### src/rtl/mac_accumulator.sv
// Signed Q4.4 x Q4.4 multiply-accumulate into a saturating Q10.8 group sum; 2 cycles accept-to-out_valid.
// Backpressure only stalls input when a group's last beat waits in M behind an untaken output.
module mac_accumulator #(
  parameter int OP_W      = 8,
  parameter int ACC_W     = 18,
  parameter int FRAC_BITS = 8
) (
  input  logic             clk,
  input  logic             rst_n,
  input  logic             in_valid,
  output logic             in_ready,
  input  logic [OP_W-1:0]  in_a,
  input  logic [OP_W-1:0]  in_b,
  input  logic             in_first,
  input  logic             in_last,
  output logic             out_valid,
  input  logic             out_ready,
  output logic [ACC_W-1:0] out_acc,
  output logic             out_sat
);

  localparam int PROD_W = OP_W + FRAC_BITS;
  localparam int SUM_W  = ACC_W + 1;
  localparam logic signed [SUM_W-1:0] SUM_MAX = {2'b00, {(ACC_W-1){1'b1}}};
  localparam logic signed [SUM_W-1:0] SUM_MIN = {2'b11, {(ACC_W-1){1'b0}}};

  logic              m_v, m_first, m_last;
  logic [PROD_W-1:0] m_p;
  logic [ACC_W-1:0]  acc;
  logic              sat_sticky, group_open;

  logic              hold, advance, accept;
  logic signed [PROD_W-1:0] a_ext, b_ext, prod;
  logic              start, clamp_flag, new_sticky;
  logic signed [SUM_W-1:0] p_ext, acc_ext, sum;
  logic [ACC_W-1:0]  clamped;

  // A finished sum in M may not overwrite an output the consumer has not taken.
  assign hold     = m_v & m_last & out_valid & ~out_ready;
  assign advance  = ~hold;
  assign in_ready = ~hold;
  assign accept   = in_valid & in_ready;

  assign a_ext = {{(PROD_W-OP_W){in_a[OP_W-1]}}, in_a};
  assign b_ext = {{(PROD_W-OP_W){in_b[OP_W-1]}}, in_b};
  assign prod  = a_ext * b_ext;

  always_ff @(posedge clk or negedge rst_n) begin
    if (!rst_n) begin
      m_v     <= 1'b0;
      m_p     <= '0;
      m_first <= 1'b0;
      m_last  <= 1'b0;
    end else if (advance) begin
      m_v <= accept;
      if (accept) begin
        m_p     <= prod;
        m_first <= in_first;
        m_last  <= in_last;
      end
    end
  end

  always_comb begin
    start      = m_first | ~group_open;
    p_ext      = {{(SUM_W-PROD_W){m_p[PROD_W-1]}}, m_p};
    acc_ext    = {acc[ACC_W-1], acc};
    sum        = start ? p_ext : acc_ext + p_ext;
    clamped    = sum[ACC_W-1:0];
    clamp_flag = 1'b0;
    if (sum > SUM_MAX) begin
      clamped    = SUM_MAX[ACC_W-1:0];
      clamp_flag = 1'b1;
    end else if (sum < SUM_MIN) begin
      clamped    = SUM_MIN[ACC_W-1:0];
      clamp_flag = 1'b1;
    end
    new_sticky = (start ? 1'b0 : sat_sticky) | clamp_flag;
  end

  always_ff @(posedge clk or negedge rst_n) begin
    if (!rst_n) begin
      acc        <= '0;
      sat_sticky <= 1'b0;
      group_open <= 1'b0;
      out_valid  <= 1'b0;
      out_acc    <= '0;
      out_sat    <= 1'b0;
    end else begin
      if (advance && m_v) begin
        acc        <= clamped;
        sat_sticky <= new_sticky;
        group_open <= ~m_last;
      end
      // A new load on the same edge as a transfer keeps out_valid high.
      if (advance && m_v && m_last) begin
        out_acc   <= clamped;
        out_sat   <= new_sticky;
        out_valid <= 1'b1;
      end else if (out_valid && out_ready) begin
        out_valid <= 1'b0;
      end
    end
  end

endmodule

### config.mk
export PLATFORM = sky130hd
export DESIGN_NAME = mac_accumulator
export DESIGN_NICKNAME = d
export VERILOG_FILES = /design/src/rtl/mac_accumulator.sv
export SDC_FILE = /design/constraint.sdc
export NUM_CORES = 1
export LEC_CHECK = 0
export CAP_MARGIN = 10
export CELL_PAD_IN_SITES_DETAIL_PLACEMENT = 1
export CELL_PAD_IN_SITES_GLOBAL_PLACEMENT = 2
export CORE_MARGIN = 2
export CORE_UTILIZATION = 32
export DETAILED_ROUTE_END_ITERATION = 6
export PLACE_DENSITY = 0.77
export SYNTH_ARGS = -nofsm -noshare
export SYNTH_HDL_FRONTEND = slang
export SYNTH_SLANG_ARGS = --single-unit
### constraint.sdc
create_clock -name clk -period 6.6 [get_ports clk]
set_clock_uncertainty 0.1 [all_clocks]
set_input_delay 0.99 -clock clk [delete_from_list [all_inputs] [get_ports clk]]
set_output_delay 0.99 -clock clk [all_outputs]
set_load 0.02 [all_outputs]
==> out/results.txt, run 1 <==
outcome - complete, no violations
Final ANT Viol Nets - 0
crit path DAT - 5.82 ns
row count - 49
drt wl/cell - 15.4 µm
first-pass GRT wire length - 24,400 µm
fraction of layout cells with a size suffix above 1 - 0.0649
# DRC - 0
Die Width - 138 µm
PwrDens - 489 nW/µm²
combinational power share - 0.667
number of DRC markers in iteration 0 - 228
YS warnings - 0
RSZ-0062 raised after global routing - false
Die H - 138 µm
vias in the first global route - 4,951
switching share of power - 0.467
P_sw - 0.00153 W
final hold violation count - 0
main flop type after synthesis - dfrtp_1
vias per inst - 4.90
number of top-level pins - 43
initial core utilization - 0.323
worst path required time - 6.70 ns
top post-synthesis cells by area - dfrtp_1 26%, fa_1 20%, ha_1 10%
leading area contributor after synthesis - dfrtp_1
CP Capture Type - flop
Max IR drop VDD - 0.178 mV
min Tclk post-route - 5.73 ns
Core ar. - 17,800 µm²
Syn Inst Count - 628
P_leak - 3.04 nW
Worst-Skew Late Latency - 0.34 ns
Worst Path Max Fanout - 8
CTS Buffer Depth - 2
Post-synth EDFFs - 0
die area - 19,100 µm²
Total Wirelength - 14,000 µm
setup TNS - 0 ns
Yosys cell types - 55
Internal - 0.00175 W
n_diodes - 0
CTS tree - built
final core occ - 0.377
clock input transition at the sequential cells of the worst setup and hold paths - 0.06 ns
Pre-Repair DR Iteration Count - 4
Clock Sinks - 59
Post-CTS Setup Bufs - 0
Post-Syn Nets - 753
Final period util - 0.868
Synth Register Bits - 59
gr usage total - 0.155
mapped cell area - 5750 µm²
# hold bufs at CTS - 0
Clock power frac - 0.134
post-CTS resize count - 0
area grow syn2layout - 16.6%
CP Class - in2reg
total number of vias - 4,447
hpwl dp - 11,400 µm
Worst Max-Slew Pin Slew - 0.899 ns
largest net degree at the start of global routing - 60
worst rel slew slack - 0.401
Final nets - 798
GPL Wtd Cong - 0.856
Slew Limit Fails - 0
grt total ovfl - 0
Hold Crit Class - reg2reg
Seq/Total Area, Yosys - 0.257
# Max-Cap Violations - 0
power share of the sequential group - 0.199
share of the synthesized area in the top cell type - 0.257
CTS buffer count - 9
H-Tree Depth - 3
Buffers on Ports - 42
Setup Viol. Count Final - 0
Syn Area/Cell - 9.15 µm²
root buffer cell - clkbuf_16
initial antenna violation count - 0
startpoint types - input pin
fmax - 175 MHz
post-synthesis async set-or-reset flop share - 1.00
-- per-stage QoR --
stage	instance area [µm²]	std cells	total power, W	hold slack (ns)	setup slack (ns)
floorplan	5750	628	0.00229	0.371	1.52
global placement	6420	891	0.00277	0.389	0.642
detailed placement	6420	891	0.00286	0.403	0.514
CTS	6700	907	0.00332	0.420	0.857
global route	6700	907	0.00363	0.432	0.522
finish	6700	907	0.00328	0.413	0.873
-- worst paths after layout --
| path | slack (ns) | from | depth (start not counted) | endpoint |
|---|---|---|---|---|
| max | 0.87 | in_b[4] | 18 | m_p[14] |
| min | 0.41 | out_acc[17] | 1 | out_acc[17] |
| max reg2reg | 3.18 | m_p[0] | 11 | out_acc[2] |
| min reg2reg | 0.41 | out_acc[17] | 1 | out_acc[17] |
| max in group asynchronous | 5.18 | rst_n | 2 | acc[16] |
| min in group asynchronous | 0.72 | rst_n | 2 | out_acc[1] |
-- flip-flops by register name, summed over array words and instances (netlist names) --
signal,flops
group_open,1
m_first,1
out_valid,1
m_p,16
out_acc,18
acc,18
out_sat,1
m_v,1
sat_sticky,1
m_last,1
-- layer usage --
metal	up-vias	routed length, µm	global-route usage
li1	2181	-	-
met1	2193	6440	0.192
met2	58	6990	0.281
met3	15	405	0.0260
met4	0	159	0.0387
met5	-	0	0
-- synth_stat cells (10+ instances only) --
cell and count:
a21oi_1 36, and2_1 41, clkbuf_1 10, dfrtp_1 59
fa_1 56, ha_1 47, inv_1 86, nand2_1 70
nor2_1 54, o21ai_0 23, o22a_1 16, xnor2_1 13
-- kinds of logic (layout without fill, tap and decap cells) --
logic type,Yosys count,in the layout,share of synthesized area
AND/OR/NAND/NOR,204,204,0.169
AO/OA/AOI/OAI,128,128,0.151
adder cells (fa/ha/maj),103,103,0.297
buffers and inverters,100,150,0.0679
flip-flops,59,59,0.257
XOR/XNOR,21,21,0.0320
multiplexers,13,13,0.0253
-- power groups by stage --
stage | Sequential, W | Combinational [W] | Clock [W]
3_3_place_gp | 0.000648 | 0.00212 | 0
2_1_floorplan | 0.000688 | 0.00160 | 0
4_1_cts | 0.000654 | 0.00222 | 0.000450
3_5_place_dp | 0.000658 | 0.00220 | 0
6_report | 0.000651 | 0.00219 | 0.000438
5_1_grt | 0.000679 | 0.00249 | 0.000468
-- placed cells by master, fill, tap and decap left out, types with 4 or more instances in the layout --
cell,n
a21oi_1,36
nor3_1,8
a21o_1,9
o21ai_0,23
a31oi_1,4
clkbuf_16,9
o211ai_1,5
nor2_1,54
xor2_1,8
buf_4,5
clkdlybuf4s50_1,41
mux2_2,9
nor3b_1,4
o22a_1,16
clkinvlp_4,4
o31ai_1,5
dfrtp_1,59
xnor2_1,13
nand2_1,70
inv_1,86
and2_1,41
nand3_1,7
ha_1,47
fa_1,56
nand2b_1,5
a211oi_1,4
o21a_1,4
-- critical path: stages --
cell	delay, ns
clkdlybuf4s50_1	0.56
and2_1	0.27
fa_1	0.53
inv_1	0.05
fa_1	0.47
inv_1	0.05
fa_1	0.52
inv_1	0.05
fa_1	0.53
inv_1	0.04
ha_1	0.34
o21ai_0	0.12
a21oi_1	0.12
o21ai_0	0.23
a21boi_0	0.19
o41ai_1	0.35
mux2i_1	0.25
o311ai_0	0.15
-- layout make-up --
cell class / count / area (µm²)
clock inverters: 7 / 52.6
flip-flops and latches: 59 / 1480
repair buffers: 47 / 453
multi-input cells: 469 / 3880
well taps: 229 / 287
clock buffers: 9 / 225
fillers: 2065 / 11100
inverters: 87 / 327
Note: power is estimated with default switching activity, not from simulation.
==> run 2, diff against run 1 <==
CORE_MARGIN = default   (was 2)
PLACE_DENSITY = 0.81   (was 0.77)
==> out/results.txt, run 2 (synthesized netlist as in run 1, its figures left out) <==
outcome - complete, no violations
number of top-level pins - 43 (unchanged)
Fillers - 2,016 (-2.4%)
worst reg2reg startpoint - m_p[0]
Reg-to-Reg End - out_acc[15]
total number of vias - 4,410 (-0.83%)
Final nets - 795 (-0.38%)
fmax - 177 MHz (+1.4%)
cell breakdown of the critical path - clkdlybuf4s50_1 > and2_1 > fa_1 > inv_1 > fa_1 > inv_1 > fa_1 > inv_1 > fa_1 > inv_1 > ha_1 > o21ai_0 > a21oi_1 > o21ai_0 > a21boi_0 > o41ai_1 > mux2i_1 > o311ai_0
hold path start - out_acc[8]
Total Wirelength - 13,800 µm (-1.1%)
final hold violation count - 0 (unchanged)
largest net degree at the start of global routing - 60 (unchanged)
post-CTS resize count - 0 (unchanged)
setup TNS - 0 ns (unchanged)
area grow syn2layout - 16.4%
Regs by FF count - acc x18, out_acc x18, m_p x16
Fin Hold WS - 0.403 ns (-0.0105 ns)
crit path DAT - 5.72 ns (-0.10 ns)
worst path required time - 6.67 ns (-0.03 ns)
gr usage total - 0.168 (+0.0133)
CP Class - in2reg
die area - 18,500 µm² (-2.9%)
Setup Viol. Count Final - 0 (unchanged)
# DRC - 0 (unchanged)
Die H - 136 µm (-1.4%)
Post-CTS Setup Bufs - 0 (unchanged)
hold path depth - 1 (unchanged)
Clock Sinks - 59 (unchanged)
CTS Buffer Depth - 2 (unchanged)
Core ar. - 17,400 µm² (-2.0%)
Worst Max-Slew Pin Slew - 1.17 ns (+0.271 ns)
CTS tree - built
initial core utilization - 0.330 (+0.00674)
initial antenna violation count - 0 (unchanged)
PwrDens - 493 nW/µm² (+0.80%)
drt wl/cell - 15.4 µm (-0.29%)
Buffers on Ports - 42 (unchanged)
number of DRC markers in iteration 0 - 131 (-43%)
n_diodes - 0 (unchanged)
Hold Crit Class - reg2reg
reg2reg setup slack - 3.02 ns (-0.16 ns)
hpwl dp - 11,200 µm (-1.4%)
Worst Path Max Fanout - 8 (unchanged)
min Tclk post-route - 5.65 ns (-0.0775 ns)
H-Tree Depth - 3 (unchanged)
row count - 48 (-2.0%)
most frequent cells in the layout - 86 x inv_1, 70 x nand2_1, 59 x dfrtp_1
Reg2Reg Depth - 11 (unchanged)
# Max-Cap Violations - 0 (unchanged)
# hold bufs at CTS - 0 (unchanged)
Pre-Repair DR Iteration Count - 5 (+1)
P_leak - 3.05 nW (+0.13%)
Critical Path Slowest Stage Cell - clkdlybuf4s50_1
Final ANT Viol Nets - 0 (unchanged)
first-pass GRT wire length - 24,300 µm (-0.43%)
clock input transition at the sequential cells of the worst setup and hold paths - 0.05 ns (about the same)
Final period util - 0.856 (-0.0117)
vias in the first global route - 4,898 (-1.1%)
fraction of layout cells with a size suffix above 1 - 0.0593 (-0.00564)
Slew Limit Fails - 0 (unchanged)
worst rel slew slack - 0.220 (-0.181)
vias per inst - 4.90 (about the same)
CP max stage delay - 0.56 ns (about the same)
CTS buffer count - 9 (unchanged)
hold path endpoint - out_acc[8]
RSZ-0062 raised after global routing - false
GPL Wtd Cong - 0.860 (+0.46%)
Worst-Skew Late Latency - 0.34 ns (about the same)
Die Width - 136 µm (-1.4%)
commonest non-fill, non-tap cell in the layout - inv_1
startpoint types - input pin
root buffer cell - clkbuf_16
Max IR drop VDD - 0.237 mV (+33%)
grt total ovfl - 0 (unchanged)
CP Capture Type - flop
## run 2: changes by cell type in the layout (fill, tap and decap cells not counted), sizes merged
cell,previous run,this run
buf,6,3
bufinv,0,1
clkbuf,9,10
clkinv,2,4
clkinvlp,4,1
inv,88,87
## run 2: layout make-up
type / count / area [µm²] / area share
clock inverter: 6 / 65.1 / 0.00973
tap: 225 / 282 / 0.0421
clock buffer: 10 / 229 / 0.0342
inverter: 87 / 327 / 0.0488
sequential: 59 / 1480 / 0.221
timing repair buffer: 44 / 430 / 0.0643
multi-input combinational: 469 / 3880 / 0.580
## run 2: layer usage
metal,global-route usage,part of all wire
met1,0.215,0.47
met2,0.293,0.49
met3,0.0198,0.019
met5,0,0
met4,0.0580,0.017
## run 2: through the flow
step | power, W | setup slack [ns] | util | std cells | cell area, µm²
after floorplan | 0.00229 | 1.52 | - | 628 | 5750
after global placement | 0.00277 | 0.654 | 0.367 | 884 | 6400
after detailed placement | 0.00285 | 0.582 | 0.367 | 884 | 6400
after CTS | 0.00333 | 0.922 | 0.384 | 900 | 6690
after global routing | 0.00366 | 0.587 | 0.384 | 900 | 6690
final | 0.00330 | 0.951 | 0.384 | 900 | 6690
## run 2: worst max-delay path by stage
| stage | startpoint | endpoint | slack, ns | depth (start not counted) |
|---|---|---|---|---|
| 3_5_place_dp | in_b[4] | m_p[15] | 0.58 | 18 |
| 3_3_place_gp | in_b[4] | m_p[14] | 0.65 | 18 |
| 4_1_cts | in_a[3] | m_p[14] | 0.92 | 18 |
| 2_1_floorplan | in_b[4] | m_p[14] | 1.52 | 17 |
| 5_1_grt | in_a[3] | m_p[14] | 0.59 | 18 |
| 6_report | in_b[4] | m_p[14] | 0.95 | 18 |
## run 2: worst max-delay path: cells and delay by family
kind / cells / cell delay, ns
buffers and inverters: 5 / 0.75
AOI/OAI and AO/OA: 6 / 1.09
and+or+nand+nor: 1 / 0.26
adders and majority gates: 5 / 2.40
muxes: 1 / 0.22
## run 2: where the power goes
part           total (W)  internal, W  switching (W)
logic            0.00219     0.000960        0.00123
clock network   0.000462     0.000292       0.000169
registers       0.000647     0.000530       0.000117
==> run 3, diff against run 2 <==
CTS_CLUSTER_SIZE = 10   (was default)
==> results of run 3 <==
The final DEF is identical to that of run 2; final timing and power are the same.
